`src/rtl/fifo_rr_drain_pkg.sv`:
```
// Shared types and helpers for the round-robin FWFT drain scheduler.
package fifo_rr_drain_pkg;

  typedef enum logic {
    ARB   = 1'b0,
    BURST = 1'b1
  } state_t;

  // A zero length still grants one word; oversize requests clamp to the maximum.
  function automatic int unsigned clamp_len(input int unsigned burst_len,
                                            input int unsigned max_burst);
    if (burst_len == 0) return 1;
    if (burst_len > max_burst) return max_burst;
    return burst_len;
  endfunction

endpackage

```
`src/rtl/fifo_fwft_rr_drain_rr_pick.sv`:
```
// Rotate-priority encoder: first asserted req at or after ptr, wrapping modulo NPORTS.
module rr_pick
  import fifo_rr_drain_pkg::*;
#(
  parameter int NPORTS = 4,
  parameter int PW     = $clog2(NPORTS)
) (
  input  logic [PW-1:0]     ptr,
  input  logic [NPORTS-1:0] req,
  output logic              found,
  output logic [PW-1:0]     idx
);

  logic [PW-1:0] cand;

  // Scan from the far end so the candidate nearest ptr is written last and wins.
  always_comb begin
    found = 1'b0;
    idx   = '0;
    cand  = '0;
    for (int i = NPORTS - 1; i >= 0; i--) begin
      cand = PW'((int'(ptr) + i) % NPORTS);
      if (req[cand]) begin
        found = 1'b1;
        idx   = cand;
      end
    end
  end

endmodule

```
`src/rtl/fifo_fwft_rr_drain.sv`:
```
// Round-robin drain of NPORTS FWFT FIFOs into one registered valid/ready stage.
// Optional per-port grant counters are built when FIFO_RR_DRAIN_STATS_EN is defined.
module fifo_fwft_rr_drain
  import fifo_rr_drain_pkg::*;
#(
  parameter int WIDTH     = 8,
  parameter int NPORTS    = 4,
  parameter int MAX_BURST = 16,
  parameter int PW        = $clog2(NPORTS),
  parameter int BW        = $clog2(MAX_BURST + 1)
) (
  input  logic                     clk,
  input  logic                     rst_n,
  input  logic [BW-1:0]            burst_len,
  input  logic [NPORTS*WIDTH-1:0]  din,
  input  logic [NPORTS-1:0]        empty,
  output logic [NPORTS-1:0]        rden,
  output logic [WIDTH-1:0]         out_data,
  output logic [PW-1:0]            out_port,
  output logic                     out_valid,
`ifdef FIFO_RR_DRAIN_STATS_EN
  output logic [NPORTS*16-1:0]     grant_cnt,
`endif
  input  logic                     out_ready,
  output logic                     busy
);

  state_t            state, state_nxt;
  logic [PW-1:0]     ptr;
  logic [PW-1:0]     g;
  logic [BW-1:0]     len;
  logic [BW-1:0]     cnt;
  logic [BW-1:0]     cnt_inc;
  logic              pick_found;
  logic [PW-1:0]     pick_idx;
  logic              grant;
  logic              take;
  logic              burst_exit;
  logic [WIDTH-1:0]  din_a [NPORTS];

  always_comb begin
    for (int p = 0; p < NPORTS; p++) din_a[p] = din[p*WIDTH +: WIDTH];
  end

  rr_pick #(
    .NPORTS (NPORTS),
    .PW     (PW)
  ) u_pick (
    .ptr   (ptr),
    .req   (~empty),
    .found (pick_found),
    .idx   (pick_idx)
  );

  assign cnt_inc    = cnt + 1'b1;
  assign grant      = (state == ARB) && pick_found;
  // A dry FIFO cannot produce a take, so empty[g] alone marks the early exit.
  assign burst_exit = (take && (cnt_inc == len)) || ((state == BURST) && empty[g]);

  always_ff @(posedge clk or negedge rst_n) begin
    if (!rst_n) state <= ARB;
    else        state <= state_nxt;
  end

  always_comb begin
    state_nxt = state;
    case (state)
      ARB:     if (pick_found) state_nxt = BURST;
      BURST:   if (burst_exit) state_nxt = ARB;
      default: state_nxt = ARB;
    endcase
  end

  always_comb begin
    take = (state == BURST) && !empty[g] && (!out_valid || out_ready);
    rden = '0;
    if (rst_n) rden[g] = take;
    busy = (state == BURST);
  end

  always_ff @(posedge clk or negedge rst_n) begin
    if (!rst_n) begin
      ptr <= '0;
      g   <= '0;
      len <= '0;
      cnt <= '0;
    end else begin
      if (grant) begin
        g   <= pick_idx;
        len <= BW'(clamp_len(32'(burst_len), 32'(MAX_BURST)));
        cnt <= '0;
      end else if (take) begin
        cnt <= cnt_inc;
      end
      if (burst_exit) ptr <= (g == PW'(NPORTS - 1)) ? '0 : g + 1'b1;
    end
  end

  // Output stage: a take overwrites the held word in the same cycle it is accepted.
  always_ff @(posedge clk or negedge rst_n) begin
    if (!rst_n) begin
      out_valid <= 1'b0;
      out_data  <= '0;
      out_port  <= '0;
    end else if (take) begin
      out_valid <= 1'b1;
      out_data  <= din_a[g];
      out_port  <= g;
    end else if (out_valid && out_ready) begin
      out_valid <= 1'b0;
    end
  end

`ifdef FIFO_RR_DRAIN_STATS_EN
  always_ff @(posedge clk or negedge rst_n) begin
    if (!rst_n) begin
      grant_cnt <= '0;
    end else if (grant) begin
      for (int p = 0; p < NPORTS; p++) begin
        if ((pick_idx == PW'(p)) && (grant_cnt[p*16 +: 16] != 16'hFFFF))
          grant_cnt[p*16 +: 16] <= grant_cnt[p*16 +: 16] + 16'd1;
      end
    end
  end
`endif

endmodule

```
`config.mk`:
```
export PLATFORM = sky130hd
export DESIGN_NAME = fifo_fwft_rr_drain
export DESIGN_NICKNAME = d
export VERILOG_FILES = /design/src/rtl/fifo_rr_drain_pkg.sv /design/src/rtl/fifo_fwft_rr_drain_rr_pick.sv /design/src/rtl/fifo_fwft_rr_drain.sv
export SDC_FILE = /design/constraint.sdc
export NUM_CORES = 1
export LEC_CHECK = 0
export CAP_MARGIN = 25
export CELL_PAD_IN_SITES_DETAIL_PLACEMENT = 0
export CELL_PAD_IN_SITES_GLOBAL_PLACEMENT = 1
export CORE_UTILIZATION = 24
export DETAILED_ROUTE_END_ITERATION = 10
export PLACE_DENSITY = 0.68
export SLEW_MARGIN = 20
export SYNTH_ARGS = -nofsm -noshare
export SYNTH_HDL_FRONTEND = slang
export SYNTH_SLANG_ARGS = --single-unit
export TNS_END_PERCENT = 30
```
`constraint.sdc`:
```
create_clock -name clk -period 2.4 [get_ports clk]
set_input_delay 0.24 -clock clk [delete_from_list [all_inputs] [get_ports clk]]
set_output_delay 0.24 -clock clk [all_outputs]
set_load 0.01 [all_outputs]
```
Word level (Yosys, flattened, before mapping):

Index checks and enable logic that the tools add are counted.

* register bits after elaboration: 26
* input port bits: 44
* logic and storage cells: 82

* add/subtract/negate cells: 5
* $lt $le $gt $ge: 8
* equality and inequality tests: 2
* multiplexer cells: 41
* bitwise logic cells: 4
* reduce and logical (&&, ||, !) cells: 14

Operators with widths (number)
* $mux 5: 5
* $mux 1: 20
* $bmux 8 s2: 1
* $mux 8: 2
* $lt 2x3->1 const B: 5
* $bmux 1 s2: 5
* $mux 2: 5
* $logic_and 1x1->1: 7
* $add 5x1->5 const B: 1
* $eq 5x5->1: 1
* $gt 5x5->1 const B: 1
* $logic_not 5->1: 1
* $add 2x1->2 const B: 2
* $add 2x2->2 const B: 2
* $and 4x4->4: 1
* $mux 4: 1
* $not 4->4: 1
* $reduce_bool 2->1: 2
* $ge 3x3->1 const B: 1
* $not 2->3: 1
* $demux 1 s2: 1
* $eq 2x2->1 const B: 1
* $ge 2x1->1 const B: 1
* $logic_not 1->1: 2
* other kinds (3): 4

Longest topological paths before layout:

Gate-level depths: netlist (run 1).

* depth after elaboration: 13
* gate-level depth with buffers: 6
* depth with buffers taken out: 6

By module:

From an unflattened synthesis (run 1), not the netlist that was laid out.

* cells, all modules: 154
* area total of the unflattened synthesis: 1580.3 um^2

Modules (own cells, without submodules)
* fifo_fwft_rr_drain: times used 1, cells each 141, area each 1502.7 um^2, seq. area each 650.6 um^2
* rr_pick: times used 1, cells each 13, area each 77.6 um^2, seq. area each 0.0 um^2

Least setup slack after synthesis (run 1):

OpenSTA, ideal clock, no wires.

* path type: reg-to-reg
* start: reg cnt[0]
* end: reg ptr[0]
* library setup time: 125 ps
* arrival: 1865 ps
* required time: 2275 ps
* path slack: 410 ps
* stages on the path, launching flop included: 7
* buffers on the path: 0
* clock period less this slack: 1990 ps
* cells stage by stage: dfrtp_1 ha_1 xor2_1 a2111o_1 a211oi_1 o21ai_0 mux2_2

* cells in the longest elaborated chain, start to end: 4

RTL lines
* start, declared: RTL line fifo_fwft_rr_drain.sv:32 `logic [BW-1:0] cnt;`
* start signal, assigned: RTL line fifo_fwft_rr_drain.sv:93 `cnt <= cnt_inc;`
* $add 5x1->5: RTL line fifo_fwft_rr_drain.sv:55 `assign cnt_inc = cnt + 1'b1;`
* $eq 5x5->1: RTL line fifo_fwft_rr_drain.sv:58 `assign burst_exit = (take && (cnt_inc == len)) || ((state == BURST) && empty[g]);`
* $logic_and 1x1->1: RTL line fifo_fwft_rr_drain.sv:58
* $logic_or 1x1->1: RTL line fifo_fwft_rr_drain.sv:58
* end signal, assigned: RTL line fifo_fwft_rr_drain.sv:95 `if (burst_exit) ptr <= (g == PW'(NPORTS - 1)) ? '0 : g + 1'b1;`
* end, declared: RTL line fifo_fwft_rr_drain.sv:29 `logic [PW-1:0] ptr;`

Every way passes these cells.
A chain may end at the register's enable or synchronous reset.

Final worst setup path (run 1):

* start: reg g[1]
* end: out rden[3]

* cells in the longest elaborated chain, start to end: 7
* elaborated cells on any way between the ends: 12
* classes of those cells: 2 x order compare; 5 x mux; 1 x bitwise; 4 x reduce/logical

RTL lines
* start, declared: RTL line fifo_fwft_rr_drain.sv:30 `logic [PW-1:0] g;`
* start signal, assigned: RTL line fifo_fwft_rr_drain.sv:89 `g <= pick_idx;`
* branches (longest 5 deep; another with $lt 2x3->1)
* $and 4x4->4 (no line) (*)
* $mux 4 (*): RTL line fifo_fwft_rr_drain.sv:77 `if (rst_n) rden[g] = take;`
* end, declared: RTL line fifo_fwft_rr_drain.sv:17 `output logic [NPORTS-1:0] rden,`

Every way passes the cells marked *. The select of a mux whose other input is x is not followed.

==> run_results.csv, run 1 <==
group,metric,value,unit
placement,dp_slack,-0.0499,ns
pwr,seqPwrFrac,31.6,%
floorplanning,core.rowCount,29,
synth,synth.area.top_cells,"dfrtp_1, mux4_2, mux2_2",
synth,synth_area_leader_cell,"dfrtp_1",
global_route,overflow,0,
timing,whs,0.476,ns
synth,synthCells,134,
timing,finalCritPeriodShare,92.5,%
cts,cts.htree.levels,1,
synth,synth_area,1560,sq um
synth,synth.most_common_cell,"dfrtp_1",
floorplanning,initial_core_util,24.8,%
global_route,grt_use_total,11.8,%
final_layout,utilization,37.7,%
synth,synth_nets,183,
synth,synth.yosys.warnings,0,
cts,cts_tree,"yes",
synth,seq_area_frac_synth,41.6,%
detailed_routing,dr.first_iter.drc_count,15,
hold_path,hp-class,"in2async",
final_layout,multiInputGateArea,866,sq um
detailed_routing,dr.pass1.iters,4,
synth,synth_enable_flop_cells,0,
final_layout,final_cells,281,
floorplanning,core_area,6310,sq um
timing,final_hold_viol_count,0,
timing,setup_viol,0,
timing,final.setup_skew,0.00782,ns
placement,gp_congestion,0.769,
timing,rsz0062_at_grt,"false",
floorplanning,dieArea,6840,sq um
pwr,p_sw,0.846,mW
pwr,p_leak,1.01,nW
cts,cts_root_buf,"clkbuf_8",
timing,totalNegativeSetupSlack,0,ns
pwr,power_density,1030,nW/um^2
timing,worst_slew_pin_slew,0.428,ns
placement,placed_area,2300,sq um
worst_setup_path,cp_max_fo,5,
worst_setup_path,reg2reg_depth,6,
pwr,comb_power_share,53.4,%
detailed_routing,num_vias,1313,
detailed_routing,drtAntennaViolNets,0,
synth,ys_types,36,
placement,dp.cells,276,
cts,cts_buffer_depth,2,
detailed_routing,drc,0,
global_route,antenna_found_initial,0,
synth,synth_ff_type,"dfrtp_1",
timing,fmax,0.450,GHz
cts,hold_buffers,0,
worst_setup_path,critical_path_class,"reg2out",
final_layout,fin_nets,254,
worst_setup_path,rr_startpoint,"cnt[1]",
worst_setup_path,cp-end-kind,"output pin",
global_route,grt_pass1_wl,6020,um
timing,max_slew_margin,71.4,%
placement,dpl.hpwl,2880,um
flow_run,drv_cap,0,
timing,fin_crit,2.22,ns
final_layout,area_growth,52.2,%
final_layout,drive_gt1_share,21.6,%
pwr,switching_share,34.5,%
synth,synth-seq-cells,26,
timing,worst_slack,0.180,ns
pwr,power,2.46,mW
placement,port_buffers,59,
worst_setup_path,worst_ep_required_time,2.16,ns
final_layout,register_area,651,sq um
pwr,clkPwrFrac,15.0,%
synth,synth_top_area_share,41.6,%
floorplanning,ioPinCount,60,
worst_setup_path,r2r_end,"ptr[1]",
synth,avgSynthCellArea,11.7,sq um
synth,synthTopCellsByCount,"dfrtp_1, nand2_1, o21ai_0, mux2_2, mux4_2",
synth,async_reset_ff_share,100,%
pwr,p_int,1.61,mW
detailed_routing,wl_per_cell,13.1,um
pwr,ir_drop,0.461,mV
detailed_routing,routed_wl,3680,um
cts,clkLatencyLatePin,0.27,ns
cts,cts_sinks,26,
cts,clk_pin_slew,0.10,ns
final_layout,diodes,0,
floorplanning,die_width,82.7,um
worst_setup_path,reg2reg_slack,0.23,ns
global_route,grt_start_max_net_pins,27,
final_layout,fillers,635,
global_route,grt_pass1_vias,1262,
outcome,status,"completed",
detailed_routing,viasPerCell,4.67,
worst_setup_path,critPathArrivalTime,1.98,ns
floorplanning,die_h,82.7,um
final_layout,finalInstanceArea,2380,sq um
worst_setup_path,critPathLaunchType,"register",
timing,drv_slew,0,
cts,cts_buffers,3,
-- worst max-delay path: stages (launching register included) --
cell and delay [ns]:
dfrtp_1 0.40, mux4_2 0.56, nor3b_4 0.29, and3_2 0.21, dlygate4sd2_1 0.26
-- logic make-up after synthesis --
kind of cell             share of synthesized area, %
AO/OA/AOI/OAI                                    9.69
flip-flops                                       41.6
buffers and inverters                            2.96
XOR/XNOR                                         3.92
AND/OR/NAND/NOR                                  15.0
adder cells (fa/ha/maj)                          4.00
multiplexers                                     22.8
-- placed cells by master (no fill, tap or decap), drive strengths merged, types with 2 or more instances in the layout --
master	count
mux2	11
dlygate4sd2	4
nand2	14
and3	4
nor3b	2
nand2b	4
o21ai	13
inv	5
ha	5
nor2b	2
clkdlybuf4s50	55
clkbuf	3
a21oi	3
buf	12
mux4	9
nor2	5
nand3	2
xor2	3
mux2i	3
xnor2	4
dfrtp	26
nand4	2
-- area by class of cell --
cell class / count / share of cell area [%]
Clock buffer: 3 / 1.74
Tap cell: 77 / 4.05
Clock inverter: 1 / 1.26
Multi-Input combinational cell: 98 / 36.4
Sequential cell: 26 / 27.4
Inverter: 5 / 0.789
Timing Repair Buffer: 71 / 28.4
-- power by group through the flow --
stage               Combinational (mW)  Clock [mW]  Sequential [mW]
finish                            1.31       0.368            0.777
global route                      1.44       0.402            0.807
CTS                               1.34       0.382            0.778
detailed placement                1.33           0            0.788
global placement                  1.33           0            0.784
floorplan                        0.748           0            0.829
-- flip-flops by register name, summed over array words and instances (netlist names) --
signal / count
len: 5
out_valid: 1
g: 2
ptr: 2
out_port: 2
cnt: 5
busy: 1
out_data: 8
-- worst max-delay path by stage --
stage | startpoint | end | slack [ns]
2_1_floorplan | cnt[0] | ptr[0] | 0.41
3_3_place_gp | empty[3] | rden[1] | -0.03
3_5_place_dp | empty[3] | rden[3] | -0.05
4_1_cts | g[1] | rden[3] | 0.15
5_1_grt | g[1] | rden[1] | 0.07
6_report | g[1] | rden[3] | 0.18
-- what timing repair did --
action | in CTS | in global routing
gates resized for setup | 4 | 0
setup buffers | 1 | 0
endpoints found under the setup margin | 4 | 0
-- routing by layer --
layer	global-route usage (%)	vias to the layer above	part of all wire, %
met1	14.8	638	45
met3	3.30	4	7.7
met4	3.45	0	0.71
met5	0	-	0
met2	19.6	33	47
li1	-	638	-
Power figures use the tool's default switching activity.
==> run 2: changes to the inputs <==
--- a/config.mk
+++ b/config.mk
@@ -8,10 +8,10 @@
 export CAP_MARGIN = 25
 export CELL_PAD_IN_SITES_DETAIL_PLACEMENT = 0
 export CELL_PAD_IN_SITES_GLOBAL_PLACEMENT = 1
+export CORE_MARGIN = 3
 export CORE_UTILIZATION = 24
 export DETAILED_ROUTE_END_ITERATION = 10
 export PLACE_DENSITY = 0.68
-export SLEW_MARGIN = 20
 export SYNTH_ARGS = -nofsm -noshare
 export SYNTH_HDL_FRONTEND = slang
 export SYNTH_SLANG_ARGS = --single-unit
==> constraint.sdc (replaced) <==
create_clock -name clk -period 2.5 [get_ports clk]
set_input_delay 0.25 -clock clk [delete_from_list [all_inputs] [get_ports clk]]
set_output_delay 0.25 -clock clk [all_outputs]
set_load 0.01 [all_outputs]
==> run 2 against run 1 <==
Clock power shrank 27%. Register-to-register slack gained 0.11 ns. Sequential share of layout area is essentially flat. Global-route usage decreased by 0.79 points. Clock skew down 0.0047 ns. Count of clock-buffer cells in the layout grew 1. Critical path depth unchanged. Sequential cell count is the same.
==> run_results.csv, run 2 (same netlist as run 1, synthesis figures left out) <==
group,metric,value,unit
worst_setup_path,critPathArrivalTime,2.02,ns
floorplanning,die_h,86.7,um
worst_setup_path,path_delay_family,"multiplexers",
final_layout,utilization,39.0,%
final_layout,drive_gt1_share,22.3,%
timing,worst_slew_pin_slew,0.392,ns
final_layout,finalInstanceArea,2370,sq um
cts,cts_tree,"yes",
worst_setup_path,path_buf_inv,1,
final_layout,area_growth,52.0,%
final_layout,final_common_cell,"clkdlybuf4s50_1",
outcome,status,"completed",
hold_path,hp-class,"in2async",
placement,dp.cells,277,
timing,totalNegativeSetupSlack,0,ns
final_layout,fillers,630,
final_layout,diodes,0,
detailed_routing,drt-met1-wl,1800,um
detailed_routing,dr.pass1.iters,4,
cts,clkLatencyLatePin,0.26,ns
detailed_routing,top_layer,"met4",
detailed_routing,dr.first_iter.drc_count,59,
worst_setup_path,worst_ep_required_time,2.25,ns
floorplanning,dieArea,7520,sq um
final_layout,final_cell_mix,"clkdlybuf4s50_1, dfrtp_1, nand2_1, buf_4, o21ai_0",
global_route,overflow,0,
pwr,ir_drop,0.377,mV
detailed_routing,viasPerCell,4.57,
worst_setup_path,slowest_delay,0.56,ns
floorplanning,core_area,6100,sq um
detailed_routing,met2_wirelength,1830,um
global_route,grt_use_total,11.0,%
worst_setup_path,r2r_end,"ptr[0]",
final_layout,largest_register_ffs,8,
cts,cts_sinks,26,
final_layout,final_cells,281,
worst_setup_path,cp-end-kind,"output pin",
floorplanning,die_width,86.7,um
placement,dpl.hpwl,3190,um
global_route,grt_start_max_net_pins,21,
timing,final.setup_skew,0.00309,ns
final_layout,top_regs,"out_data x8, cnt x5, len x5",
placement,placed_area,2320,sq um
timing,final_hold_viol_count,0,
worst_setup_path,reg2reg_depth,6,
placement,port_buffers,59,
final_layout,fin_nets,256,
detailed_routing,dr_wl_met3,301,um
worst_setup_path,cpMaxStageDelayCell,"mux4_2",
timing,finalCritPeriodShare,90.9,%
global_route,grt_pass1_vias,1341,
timing,whs,0.462,ns
detailed_routing,drc,0,
worst_setup_path,critical_path_class,"reg2out",
floorplanning,ioPinCount,60,
timing,fin_crit,2.27,ns
global_route,antenna_found_initial,0,
cts,cts_buffer_depth,2,
detailed_routing,routed_wl,3960,um
detailed_routing,num_vias,1284,
worst_setup_path,reg2reg_slack,0.34,ns
worst_setup_path,crit_chain,"mux4_2 -> nor3b_4 -> and3_2 -> dlygate4sd2_1",
worst_setup_path,startpoint,"g[1]",
timing,max_slew_margin,73.5,%
cts,cts.htree.levels,1,
floorplanning,initial_core_util,25.6,%
worst_setup_path,cp_max_fo,6,
flow_run,drv_cap,0,
timing,rsz0062_at_grt,"false",
timing,setup_viol,0,
pwr,power_density,967,nW/um^2
cts,cts_buffers,3,
cts,cts_root_buf,"clkbuf_8",
timing,drv_slew,0,
detailed_routing,wl_per_cell,14.1,um
worst_setup_path,critPathLaunchType,"register",
placement,gp_congestion,0.763,
timing,fmax,0.440,GHz
detailed_routing,drtAntennaViolNets,0,
cts,clk_pin_slew,0.09,ns
worst_setup_path,rr_startpoint,"cnt[1]",
pwr,p_leak,1.01,nW
floorplanning,core.rowCount,28,
final_layout,regMostFlops,"out_data",
global_route,grt_pass1_wl,6560,um
run 2: cell types whose count changed in the layout (fill, tap and decap cells not counted), sizes merged:
cell,change
buf,+2
clkbuf,+1
bufinv,-1
run 2: what timing repair did:
item	in CTS	in global routing
setup buffers	0	0
hold buffers	0	0
setup endpoints to repair	4	0
gates resized for setup	4	0
run 2: area by class of cell:
type / count / area, sq um / area share [%]
tap: 75 / 93.8 / 3.95
timing repair buffer: 73 / 691 / 29.1
multi-input combinational: 98 / 866 / 36.5
sequential: 26 / 651 / 27.4
inverter: 5 / 18.8 / 0.790
clock buffer: 4 / 55.1 / 2.32
run 2: through the flow:
stage,worst slack [ns],power (mW)
2_1_floorplan,0.510,1.51
3_3_place_gp,0.0125,2.05
3_5_place_dp,-0.0290,2.07
4_1_cts,0.201,2.34
5_1_grt,0.104,2.49
6_report,0.227,2.30
run 2: how the worst max path moves through the flow:
stage | to | depth (start not counted)
5_1_grt | rden[0] | 4
2_1_floorplan | ptr[0] | 6
3_3_place_gp | rden[0] | 5
6_report | rden[0] | 4
4_1_cts | rden[0] | 4
3_5_place_dp | rden[0] | 5
run 2: power by group:
part | total [mW] | internal [mW] | switching [mW]
logic | 1.29 | 0.737 | 0.554
registers | 0.738 | 0.607 | 0.131
clock network | 0.268 | 0.141 | 0.127
run 2: per-layer routing:
metal | global-route usage (%) | up-vias
met2 | 18.0 | 42
li1 | - | 635
met5 | 0 | -
met3 | 1.90 | 2
met4 | 2.97 | 0
met1 | 14.9 | 605
